<file path="config.mk">
export PLATFORM = sky130hd
export DESIGN_NAME = cdc_handshake_tx
export DESIGN_NICKNAME = d
export VERILOG_FILES = /design/src/rtl/cdc_pkg.sv /design/src/rtl/cdc_ack_sync.sv /design/src/rtl/cdc_handshake_tx.sv
export SDC_FILE = /design/constraint.sdc
export NUM_CORES = 1
export LEC_CHECK = 0
export CORE_MARGIN = 8
export CORE_UTILIZATION = 42
export DETAILED_ROUTE_END_ITERATION = 6
export GPL_TIMING_DRIVEN = 1
export PLACE_DENSITY = 0.76
export SLEW_MARGIN = 20
export SYNTH_ARGS = -nofsm -noshare
export SYNTH_HDL_FRONTEND = slang
export SYNTH_SLANG_ARGS = --single-unit
export TNS_END_PERCENT = 100
</file>
<file path="constraint.sdc">
create_clock -name CLK -period 1.6 [get_ports CLK]
set_input_delay 0.4 -clock CLK [delete_from_list [all_inputs] [get_ports CLK]]
set_output_delay 0.4 -clock CLK [all_outputs]
set_load 0.005 [all_outputs]
</file>
<file path="src/rtl/cdc_pkg.sv">
// Shared types and constants for the four-phase REQ/ACK clock-domain-crossing handshake.
package cdc_pkg;

   typedef enum logic [1:0] {
      IDLE       = 2'd0,
      WAIT_ACK_H = 2'd1,
      WAIT_ACK_L = 2'd2
   } cdc_hs_state_t;

   localparam int unsigned MIN_SYNC_STAGES = 2;

   // Width of a counter able to hold 0..cycles without wrapping.
   function automatic int unsigned cdc_cnt_width(input int unsigned cycles);
      return $clog2(cycles) + 1;
   endfunction

endpackage

</file>
<file path="src/rtl/cdc_ack_sync.sv">
// Single-bit multi-flop synchronizer that brings the asynchronous ACK into the CLK domain.
module cdc_ack_sync
   import cdc_pkg::*;
#(
   parameter int unsigned NUM_STAGES = MIN_SYNC_STAGES
) (
   input  logic CLK,
   input  logic RST,
   input  logic async_i,
   output logic sync_o
);

   if (NUM_STAGES < MIN_SYNC_STAGES) begin : g_stage_check
      $error("cdc_ack_sync: NUM_STAGES must be at least %0d", MIN_SYNC_STAGES);
   end

   logic [NUM_STAGES-1:0] sync_q;
   logic [NUM_STAGES-1:0] sync_d;

   always_comb begin
      sync_d = {sync_q[NUM_STAGES-2:0], async_i};
   end

   always_ff @(posedge CLK or negedge RST) begin
      if (!RST) begin
         sync_q <= '0;
      end else begin
         sync_q <= sync_d;
      end
   end

   assign sync_o = sync_q[NUM_STAGES-1];

endmodule

</file>
<file path="src/rtl/cdc_handshake_tx.sv">
// Source-domain transmitter of a four-phase REQ/ACK CDC handshake.
// Optional per-phase ACK timeout with sticky ERR is enabled by defining ACK_TIMEOUT_EN.
module cdc_handshake_tx
   import cdc_pkg::*;
#(
   parameter int unsigned BUS_WIDTH      = 8,
   parameter int unsigned NUM_STAGES     = 2,
   parameter int unsigned TIMEOUT_CYCLES = 1024
) (
   input  logic                 CLK,
   input  logic                 RST,
   input  logic [BUS_WIDTH-1:0] SRC_DATA,
   input  logic                 SRC_VALID,
   output logic                 SRC_READY,
   output logic                 DONE,
   output logic [BUS_WIDTH-1:0] TX_DATA,
   output logic                 REQ,
`ifdef ACK_TIMEOUT_EN
   output logic                 ERR,
`endif
   input  logic                 ACK
);

   if (TIMEOUT_CYCLES < 2) begin : g_timeout_check
      $error("cdc_handshake_tx: TIMEOUT_CYCLES must be at least 2");
   end

   logic ack_s;

   cdc_ack_sync #(
      .NUM_STAGES(NUM_STAGES)
   ) u_ack_sync (
      .CLK    (CLK),
      .RST    (RST),
      .async_i(ACK),
      .sync_o (ack_s)
   );

   cdc_hs_state_t        state_q, state_d;
   logic                 req_q, req_d;
   logic                 ready_q, ready_d;
   logic                 done_q, done_d;
   logic [BUS_WIDTH-1:0] tx_data_q, tx_data_d;
   // Set once ack_s has been seen low in WAIT_ACK_H, so a stray high ACK left over
   // from IDLE cannot complete the new transfer.
   logic                 armed_q, armed_d;

`ifdef ACK_TIMEOUT_EN
   localparam int unsigned CntW = cdc_cnt_width(TIMEOUT_CYCLES);
   localparam logic [CntW-1:0] CntLast = CntW'(TIMEOUT_CYCLES - 1);

   logic [CntW-1:0] cnt_q, cnt_d;
   logic            err_q, err_d;
   logic            timeout;

   assign timeout = (cnt_q == CntLast);
`endif

   always_comb begin
      state_d   = state_q;
      req_d     = req_q;
      ready_d   = ready_q;
      done_d    = 1'b0;
      tx_data_d = tx_data_q;
      armed_d   = armed_q;
`ifdef ACK_TIMEOUT_EN
      err_d     = err_q;
`endif

      unique case (state_q)
         IDLE: begin
            if (SRC_VALID) begin
               tx_data_d = SRC_DATA;
               req_d     = 1'b1;
               ready_d   = 1'b0;
               armed_d   = ~ack_s;
               state_d   = WAIT_ACK_H;
`ifdef ACK_TIMEOUT_EN
               err_d     = 1'b0;
`endif
            end
         end
         WAIT_ACK_H: begin
            if (ack_s && armed_q) begin
               req_d   = 1'b0;
               state_d = WAIT_ACK_L;
            end else begin
               if (!ack_s) begin
                  armed_d = 1'b1;
               end
`ifdef ACK_TIMEOUT_EN
               if (timeout) begin
                  err_d   = 1'b1;
                  req_d   = 1'b0;
                  state_d = WAIT_ACK_L;
               end
`endif
            end
         end
         WAIT_ACK_L: begin
            if (!ack_s) begin
`ifdef ACK_TIMEOUT_EN
               // A phase that already timed out is not a completed transfer.
               done_d  = ~err_q;
`else
               done_d  = 1'b1;
`endif
               ready_d = 1'b1;
               state_d = IDLE;
            end
`ifdef ACK_TIMEOUT_EN
            else if (timeout) begin
               err_d   = 1'b1;
               ready_d = 1'b1;
               state_d = IDLE;
            end
`endif
         end
         default: begin
            req_d   = 1'b0;
            ready_d = 1'b1;
            state_d = IDLE;
         end
      endcase

`ifdef ACK_TIMEOUT_EN
      if (state_d != state_q) begin
         cnt_d = '0;
      end else if (state_q != IDLE) begin
         cnt_d = cnt_q + 1'b1;
      end else begin
         cnt_d = cnt_q;
      end
`endif
   end

   always_ff @(posedge CLK or negedge RST) begin
      if (!RST) begin
         state_q   <= IDLE;
         req_q     <= 1'b0;
         ready_q   <= 1'b1;
         done_q    <= 1'b0;
         tx_data_q <= '0;
         armed_q   <= 1'b0;
`ifdef ACK_TIMEOUT_EN
         cnt_q     <= '0;
         err_q     <= 1'b0;
`endif
      end else begin
         state_q   <= state_d;
         req_q     <= req_d;
         ready_q   <= ready_d;
         done_q    <= done_d;
         tx_data_q <= tx_data_d;
         armed_q   <= armed_d;
`ifdef ACK_TIMEOUT_EN
         cnt_q     <= cnt_d;
         err_q     <= err_d;
`endif
      end
   end

   assign REQ       = req_q;
   assign SRC_READY = ready_q;
   assign DONE      = done_q;
   assign TX_DATA   = tx_data_q;
`ifdef ACK_TIMEOUT_EN
   assign ERR       = err_q;
`endif

endmodule

</file>
==> key figures <==
Drt
  – WL/cell: roughly 14 microns
  – DR vias/cell: 4.84
  – Number of remaining DRC errors: 0
  – Initial DRC Count: 2
  – Routed WL: between 1 and 1.5 mm
  – Post-route ant nets: 0
  – Via count: 436
  – DRT Pass-1 Iters: 4

Critical path
  – CP startpoint: TX_DATA[5]
  – Reg-to-reg slack, setup: 300 ps
  – Crit path kind: reg -> out
  – Crit-path max FO: 2
  – Worst-path cell chain: clkdlybuf4s50_1
  – Slowest stage delay, CP: 510 ps
  – Origin of the critical flop-to-flop path: state_q[0]
  – Crit start category: flop
  – CP arrival: 1140 ps
  – Worst setup EP type: primary output
  – Cell family with most CP delay: buffers and inverters
  – Slowest stage cell on the critical path: clkdlybuf4s50_1
  – CP required: 1200 ps
  – CP Buf/Inv Count: 1

Global route
  – Gr usage total: ~8%
  – Grt ovf: 0
  – Vias in the first global route: 496
  – Largest net degree at the start of global routing: 17
  – First-pass GRT wire length: 2.08 mm
  – Antenna violations before repair: 0

Synth
  – Synth Warn #: 0
  – Share of Yosys cell area claimed by the top area cell type: 57.8%
  – Synthesis-stage register bit count: 16
  – Gate Count Post-Synth: between 40 and 50
  – Synth area leader: dfrtp_1
  – Synth Cell Area: 649 sq um
  – Mapped Nets: 55
  – Syn Area/Cell: ~15 sq um
  – Cell variety after synth: 17
  – Post-synthesis sequential area ratio: between 60% and 70%
  – Top post-synthesis cells by area: dfrtp_1 (58%), mux2_4 (18%), dfstp_2 (4.0%)

Power
  – Cell Pwr Density: 1770 nW/um^2
  – LEAKAGE: 0.468 nW
  – Max rail drop VDD: about 0.00095 V

Floorplanning
  – Chip Width: 55.3 microns
  – Core area: 1470 sq um
  – Die area: slightly above 3000 sq um
  – Die span in y: 55.3 microns
  – Core Rows: 14
  – Initial Util: 44.1%
  – I/O pin count: 23

Cells and area
  – Most frequent cells in the layout: clkdlybuf4s50_1 (17), dfrtp_1 (15), mux2_4 (8)
  – Multi-input gate area: 233 sq um
  – Nets: 87
  – Antenna Cells: 0
  – Sequential cell area: 402 sq um
  – Share of layout cells above drive strength 1: 31.1%
  – FILL cells: approximately 140
  – Core Util, Final: between 60 and 70%
  – Final Non-Filler Cells: 90
  – Syn-to-layout area delta: 49.1%
  – Commonest non-fill, non-tap cell in the layout: clkdlybuf4s50_1

CTS
  – Insertion delay to the later sink of the worst-skew pair: 270 ps
  – Clock sinks: 16
  – CTS Buffer Depth: 2
  – Clk slew on worst S/H paths: 90 ps
  – H-tree depth: 1
  – CTS tree: built
  – CTS Root Cell: clkbuf_4
  – Num CTS Buffers: 3

Run status
  – Run status: finished clean

STA
  – Worst-margin pin slew: 218 ps
  – Tcrit/Tclk final: 96.5%
  – Final setup viols: 0
  – Final Max Tran Viols: 0
  – Fin. Hold Viols: 0
  – Hold slack: approximately 370 ps
  – Clk_skew: 2.81 ps
  – Tmin final: 1540 ps
  – Slew headroom: 85.4%
  – Final TNS setup: 0 ps
  – Max Clk Rate: around 650 MHz
  – Unrepaired setup endpoints after global routing: false

Place
  – IO Port Bufs: 22
  – Placer Congestion: 0.685
  – Detailed Place HPWL: 917 microns
  – Placed Cells: 84

Hold path
  – Hold_sp: u_ack_sync.sync_q[0]
  – Hold crit path type: reg -> reg

Run
  – Max-cap violations: 0
[sequential cells by signal, summed over array words and instances, names as in the netlist]
name and cells:
DONE 1, REQ 1, SRC_READY 1, TX_DATA 8, armed_q 1, state_q 2, u_ack_sync.sync_q 2
[cell type report]
cell class | instances | share of cell area (%)
clock buffer | 4 | 3.75
sequential | 16 | 41.5
inverter | 1 | 0.388
multi-input combinational | 25 | 24.0
tap | 16 | 2.07
timing repair buffer | 28 | 28.3
[synthesized netlist by cell type]
library cell and count:
dfrtp_1 15, mux2_4 8, nor2_1 3, and2_1 2
nand2_1 2, nand2b_1 2, a21oi_1 1, a2bb2oi_2 1
a31o_2 1, and2b_1 1, buf_6 1, dfstp_2 1
inv_1 1, nand3_1 1, nor3b_2 1, o21ai_0 1
o22a_2 1
[routing by layer]
metal / GRT usage, % / vias to the layer above / share of wire [%] / routed length (microns)
li1: - / 209 / - / -
met1: 9.42 / 211 / 46 / 558
met2: 12.3 / 16 / 47 / 570
met3: 3.88 / 0 / 7.1 / 86
met4: 3.17 / 0 / 0 / 0
met5: 0 / - / 0 / 0
[power by group]
part | internal [mW] | switching (mW)
Sequential | 0.582 | 0.130
Combinational | 0.543 | 0.211
Clock | 0.138 | 0.115
[stage by stage]
stage | setup WS, ps | total power, mW | area [sq um]
2_1_floorplan | 394 | 1.10 | 649
3_3_place_gp | -98.2 | 1.46 | 908
3_5_place_dp | -93.1 | 1.47 | 908
4_1_cts | 25.4 | 1.73 | 943
5_1_grt | 1.55 | 1.85 | 968
6_report | 56.4 | 1.72 | 968
[path summary, 6_finish.rpt]
check,cells past startpoint,to
worst max-delay path,1,TX_DATA[5]
worst min-delay path,0,u_ack_sync.sync_q[1]
worst max register to register,3,TX_DATA[1]
worst min register to register,0,u_ack_sync.sync_q[1]
max in group asynchronous,2,SRC_READY
min in group asynchronous,2,TX_DATA[5]
[cells by family (layout without fill, tap and decap cells)]
logic type             Yosys count  after routing  share of synthesized area, %
buffers and inverters            2             33                          2.31
muxes                            8              8                          18.5
DFF                             16             16                          61.9
and+or+nand+nor                 12             12                          10.6
AOI/OAI and AO/OA                5              5                          6.74
[worst register-to-register path: stages, from the launching register on]
cell     delay [ps]
dfrtp_1         460
nor3b_2         240
buf_4           190
mux2_4          300
[repair_timing]
action	in CTS	in global routing
resized for setup	1	4
setup buffers	0	2
setup endpoints to repair	1	5
hold buffers	0	0
No activity file was read; power rests on OpenSTA's default activity.
==> patch 1 (same flow settings) <==
Make the reset (`RST`) synchronous in 2 clocked blocks. Comments in the files are not updated.
--- a/src/rtl/cdc_ack_sync.sv
+++ b/src/rtl/cdc_ack_sync.sv
@@ -23,3 +23,3 @@
 
-   always_ff @(posedge CLK or negedge RST) begin
+   always_ff @(posedge CLK) begin
       if (!RST) begin
--- a/src/rtl/cdc_handshake_tx.sv
+++ b/src/rtl/cdc_handshake_tx.sv
@@ -136,3 +136,3 @@
 
-   always_ff @(posedge CLK or negedge RST) begin
+   always_ff @(posedge CLK) begin
       if (!RST) begin
Check against the original RTL: differs if RST is asserted again (counterexample within 4 cycles, from zero or initial values and one cycle with RST low); with RST held inactive, the same outputs for 10 cycles.
==> patch 1 against the unedited design <==
Sequential cell count did not move; wire length is 11% higher; worst setup slack improved by 2.2 ps; area after synthesis grew 2.5%; design area fell by 3.2%; final cell count rose by 21%; global-route usage grew 0.95 points; critical path type unchanged; critical endpoint is now TX_DATA[4].
Power is not compared: it rests on default switching activity, and its combinational part moved more than twofold at a synthesized area within 25%.
==> patch 1: results (changes against the unedited design) <==
The flow ran to the end, and the final reports show no timing, DRC or antenna violations. The logs give -123 ps (was -93.1 ps) for the worst setup slack after placement and 529 (was 496) for the number of global-route vias before repair. The fraction of registers with async set/reset is 0% (was 100%).

Synth cell count leaders: sky130_fd_sc_hd__dfxtp_1 (16), sky130_fd_sc_hd__nand2_1 (10), sky130_fd_sc_hd__o21ai_2 (8) (was sky130_fd_sc_hd__dfrtp_1 (15), sky130_fd_sc_hd__mux2_4 (8), sky130_fd_sc_hd__nor2_1 (3)). The placed wire-length estimate was 1.06 mm (was 917 µm); the cell depth of the worst hold path was 1 (was 0). The fraction of the mapped netlist area in compound gates was 18.2% (was 6.74%).

Weighted congestion reported at the end of routability-driven placement: 0.681 (was 0.685). Detailed router's first-iteration violation count: 12 (was 2). The minimum setup slack among reg-to-reg paths was 340 ps (was 300 ps); the post-layout minimum cycle time was 1540 ps (about the same). The area of combinational cells with multiple inputs was 300 µm² (was 233 µm²); the total of clock buffers placed in the layout was 3 (was 4).

The start of the worst register-to-register path was state_q[0] (unchanged). For the sequential element share of the synthesized area, the log shows 48.1% (was 61.8%). The tools report the reg-to-reg critical path endpoint as TX_DATA[0] (was TX_DATA[1]). The worst-case IR drop observed on VDD is 0.424 mV. The relative area of clock buffers and inverters in the final design was 2.40% (was 3.75%). Biggest area contributors in the synthesized netlist: sky130_fd_sc_hd__dfxtp_1 (48%), sky130_fd_sc_hd__o21ai_2 (11%), sky130_fd_sc_hd__nand2_1 (5.6%) (was sky130_fd_sc_hd__dfrtp_1 (58%), sky130_fd_sc_hd__mux2_4 (18%), sky130_fd_sc_hd__dfstp_2 (4.0%)). The non-clock buffer share of cell area was 28.8% (was 28.3%). Fraction of layout instances using a drive strength above 1: 24.7% (was 31.1%).

The critical path launch point is TX_DATA[4] (was TX_DATA[5]). The run gives 270 ps (about the same) as the worst-skew pair later-pin latency. The count of cell types in the netlist is 24 (was 17). Filler cell count: 138 (was 135). The detail-routed via count per cell works out to 4.92 (was 4.84).

The normalized max-slew margin came out at 78.6% (was 85.4%). The non-clock buffer count in the final layout works out to 27 (was 28). The gate count after technology mapping is 68 (was 43), and the total wirelength of the detailed-routed design is 1.35 mm (was 1.22 mm). The setup clock skew after layout is 2.00 ps (was 2.81 ps), and the routed wire length per instance is 12.4 µm (was 13.5 µm). The count of placed standard cells including taps is 106 (was 84), and the count of multi-input combinational gates is 47 (was 25).

Mux cell area share after synthesis: 1.50% (was 18.5%). The run gives 2.37 mm (was 2.08 mm) as the wire length of the first global-routing pass. Of the total power, the share spent switching nets is 23.7%. Sequential share of cell area: 34.6% (was 41.5%).
-- patch 1: cell types whose count changed after synthesis, moves of 2 or more --
| cell | change |
|---|---|
| sky130_fd_sc_hd__nor2b_1 | +2 |
| sky130_fd_sc_hd__mux2_4 | -8 |
| sky130_fd_sc_hd__nand2b_1 | -2 |
| sky130_fd_sc_hd__o21ai_2 | +8 |
| sky130_fd_sc_hd__clkbuf_1 | +2 |
| sky130_fd_sc_hd__nand2_1 | +8 |
| sky130_fd_sc_hd__nand3_1 | +6 |
| sky130_fd_sc_hd__dfrtp_1 | -15 |
| sky130_fd_sc_hd__nand3_2 | +2 |
| sky130_fd_sc_hd__dfxtp_1 | +16 |
-- patch 1: layer usage --
metal,global-route usage (%),share of wire (%)
met5,0,0
met4,4.12,0
met3,2.97,5.6
met2,14.1,48
met1,10.8,46
-- patch 1: repair_timing --
action                     4_1_cts  5_1_grt
setup endpoints to repair        0        3
buffers inserted                 0        0
resized for setup                0        3
==> patch 2 (same flow settings) <==
Made on the original files. Add a define of `ACK_TIMEOUT_EN`.
--- a/src/rtl/cdc_handshake_tx.sv
+++ b/src/rtl/cdc_handshake_tx.sv
@@ -2,2 +2,4 @@
 // Optional per-phase ACK timeout with sticky ERR is enabled by defining ACK_TIMEOUT_EN.
+`define ACK_TIMEOUT_EN
+
 module cdc_handshake_tx
Behaviour (old outputs only; new: ERR): no difference found for any inputs over 10 cycles, from zero or initial values and one cycle with RST low; that may be too few to reach the edited logic, so the function may still have changed.
==> patch 2 against the unedited design <==
The flow now finishes with violations (setup timing); worst setup slack got worse by 210 ps; power increased by 87%; critical path depth increased by 4; sequential cell count increased by 12; final cell count increased to 2.6 times the old value; design area increased by 120%; die area increased by 80%; area after synthesis increased by 120%; wire length increased to 3.0 times the old value; clock power increased by 84%; largest cell class is now multi-input gates.
==> patch 2: results (changes against the unedited design) <==
Normalized max-slew margin: 81.0% (was 85.4%). The post-synth net total was 151 (was 55); the detailed-route via count was 1222 (was 436). The count of cell types in the netlist is 37 (was 17), and the standby leakage power is 0.969 nW (was 0.468 nW).

The tools report the global routing met1 resource utilization as 14.8% (was 9.42%). The gate count after technology mapping was 134 (was 43). The critical path capture point is state_q[1] (was TX_DATA[5]).

The wire length of the first global-routing pass was 5.84 mm (was 2.08 mm); the final-stage net count was 207 (was 87). The maximum number of pins on one net before global-route repair is 29 (was 17), and the internal cell power is 2.10 mW (was 1.26 mW). Placed wire-length estimate: 2.65 mm (was 917 µm). The tools report the worst setup slack after placement as -175 ps (was -93.1 ps).

The filler cell count is 249 (was 135). The critical path endpoint category is a flop (was a primary output). The CTS clock-pin slew for the worst setup and hold paths came out at 160 ps (was 90 ps).

The kind of cell with the highest combined delay on the critical path was simple AND/OR/NAND/NOR gates (was buffers and inverters). The weighted congestion reported at the end of routability-driven placement is 0.853 (was 0.685). The run finished, with violations left. The cell with the largest stage delay on the worst path was sky130_fd_sc_hd__or3_4 (was sky130_fd_sc_hd__clkdlybuf4s50_1). The number of flip-flops in the largest register was 11 (was 8). The delay of the slowest cell on the worst path is 490 ps (was 510 ps), and the final-report setup violation count is 14 (was 0).

The number of global-route vias before repair was 1310 (was 496). The critical path launch point is cnt_q[1] (was TX_DATA[5]). Synth cell count leaders: sky130_fd_sc_hd__dfrtp_1 (27), sky130_fd_sc_hd__nor3_1 (13), sky130_fd_sc_hd__nand2_1 (9) (was sky130_fd_sc_hd__dfrtp_1 (15), sky130_fd_sc_hd__mux2_4 (8), sky130_fd_sc_hd__nor2_1 (3)).

The tools report the worst-skew pair later-pin latency as 340 ps (was 270 ps). The count of buffers inserted at the top-level ports was 23 (was 22). The summed negative setup slack over all endpoints was -1670 ps (was 0 ps).

The fraction of layout instances using a drive strength above 1 is 37.6% (was 31.1%). The checks that failed: setup timing. The tools report the global-route usage over all layers as 13.5% (was 8.07%). Biggest area contributors in the synthesized netlist: sky130_fd_sc_hd__dfrtp_1 (47%), sky130_fd_sc_hd__mux2_2 (6.3%), sky130_fd_sc_hd__nor3_1 (4.6%) (was sky130_fd_sc_hd__dfrtp_1 (58%), sky130_fd_sc_hd__mux2_4 (18%), sky130_fd_sc_hd__dfstp_2 (4.0%)). The logs give 85 (was 2) for the detailed router's first-iteration violation count and 16.0 ps (was 2.81 ps) for the setup clock skew after layout. The tools report the maximum vdd ir drop as 0.989 mV (was 0.954 mV). The minimum setup slack in the final design was -158 ps (was 56.4 ps). The tools report the sequential element share of the synthesized area as 49.3% (was 61.8%).
-- patch 2: power groups by stage --
stage	clock, mW	sequential [mW]	combinational [mW]
global placement	0	1.04	1.56
CTS	0.488	1.03	1.58
global route	0.503	1.06	1.87
detailed placement	0	1.06	1.61
finish	0.468	1.03	1.71
floorplan	0	1.07	0.849
-- patch 2: kinds of logic after synthesis --
group,synth area share (%)
XOR/XNOR,6.15
AO/OA/AOI/OAI,7.47
flip-flops,49.3
adder cells (fa/ha/maj),4.39
multiplexers,7.03
AND/OR/NAND/NOR,22.0
buffers and inverters,3.69
-- patch 2: layout make-up --
cell class | count | area [µm²] | share of cell area, %
timing repair buffer | 59 | 509 | 24.1
clock inverter | 1 | 30.0 | 1.42
sequential | 28 | 704 | 33.4
tap | 46 | 57.6 | 2.73
inverter | 4 | 15.0 | 0.711
multi-input combinational | 94 | 773 | 36.6
clock buffer | 3 | 22.5 | 1.07
-- patch 2: routing by layer --
metal / vias up / part of all wire, %
met1: 595 / 42
met2: 32 / 51
met4: 0 / 2.3
met5: - / 0
li1: 587 / -
met3: 8 / 4.9
-- patch 2: worst min path at each step --
stage / from / end / slack [ps] / cells past startpoint
after floorplan: RST / DONE / 100 / 0
after detailed placement: u_ack_sync.sync_q[0] / u_ack_sync.sync_q[1] / 350 / 0
after CTS: u_ack_sync.sync_q[0] / u_ack_sync.sync_q[1] / 380 / 0
final: RST / u_ack_sync.sync_q[0] / 390 / 2
after global routing: u_ack_sync.sync_q[0] / u_ack_sync.sync_q[1] / 390 / 0
after global placement: u_ack_sync.sync_q[0] / u_ack_sync.sync_q[1] / 330 / 0
-- patch 2: through the flow --
stage               area, µm²  utilization, %
CTS                      2030            61.7
global route             2110            64.3
finish                   2110            64.3
detailed placement       1950            59.4
global placement         1950            59.4
floorplan                1480               -
-- patch 2: timing repair --
item,in CTS,in global routing
pin swaps,1,10
setup buffers,3,2
gates resized for setup,17,15
gates cloned,0,1
endpoints found under the setup margin,27,15
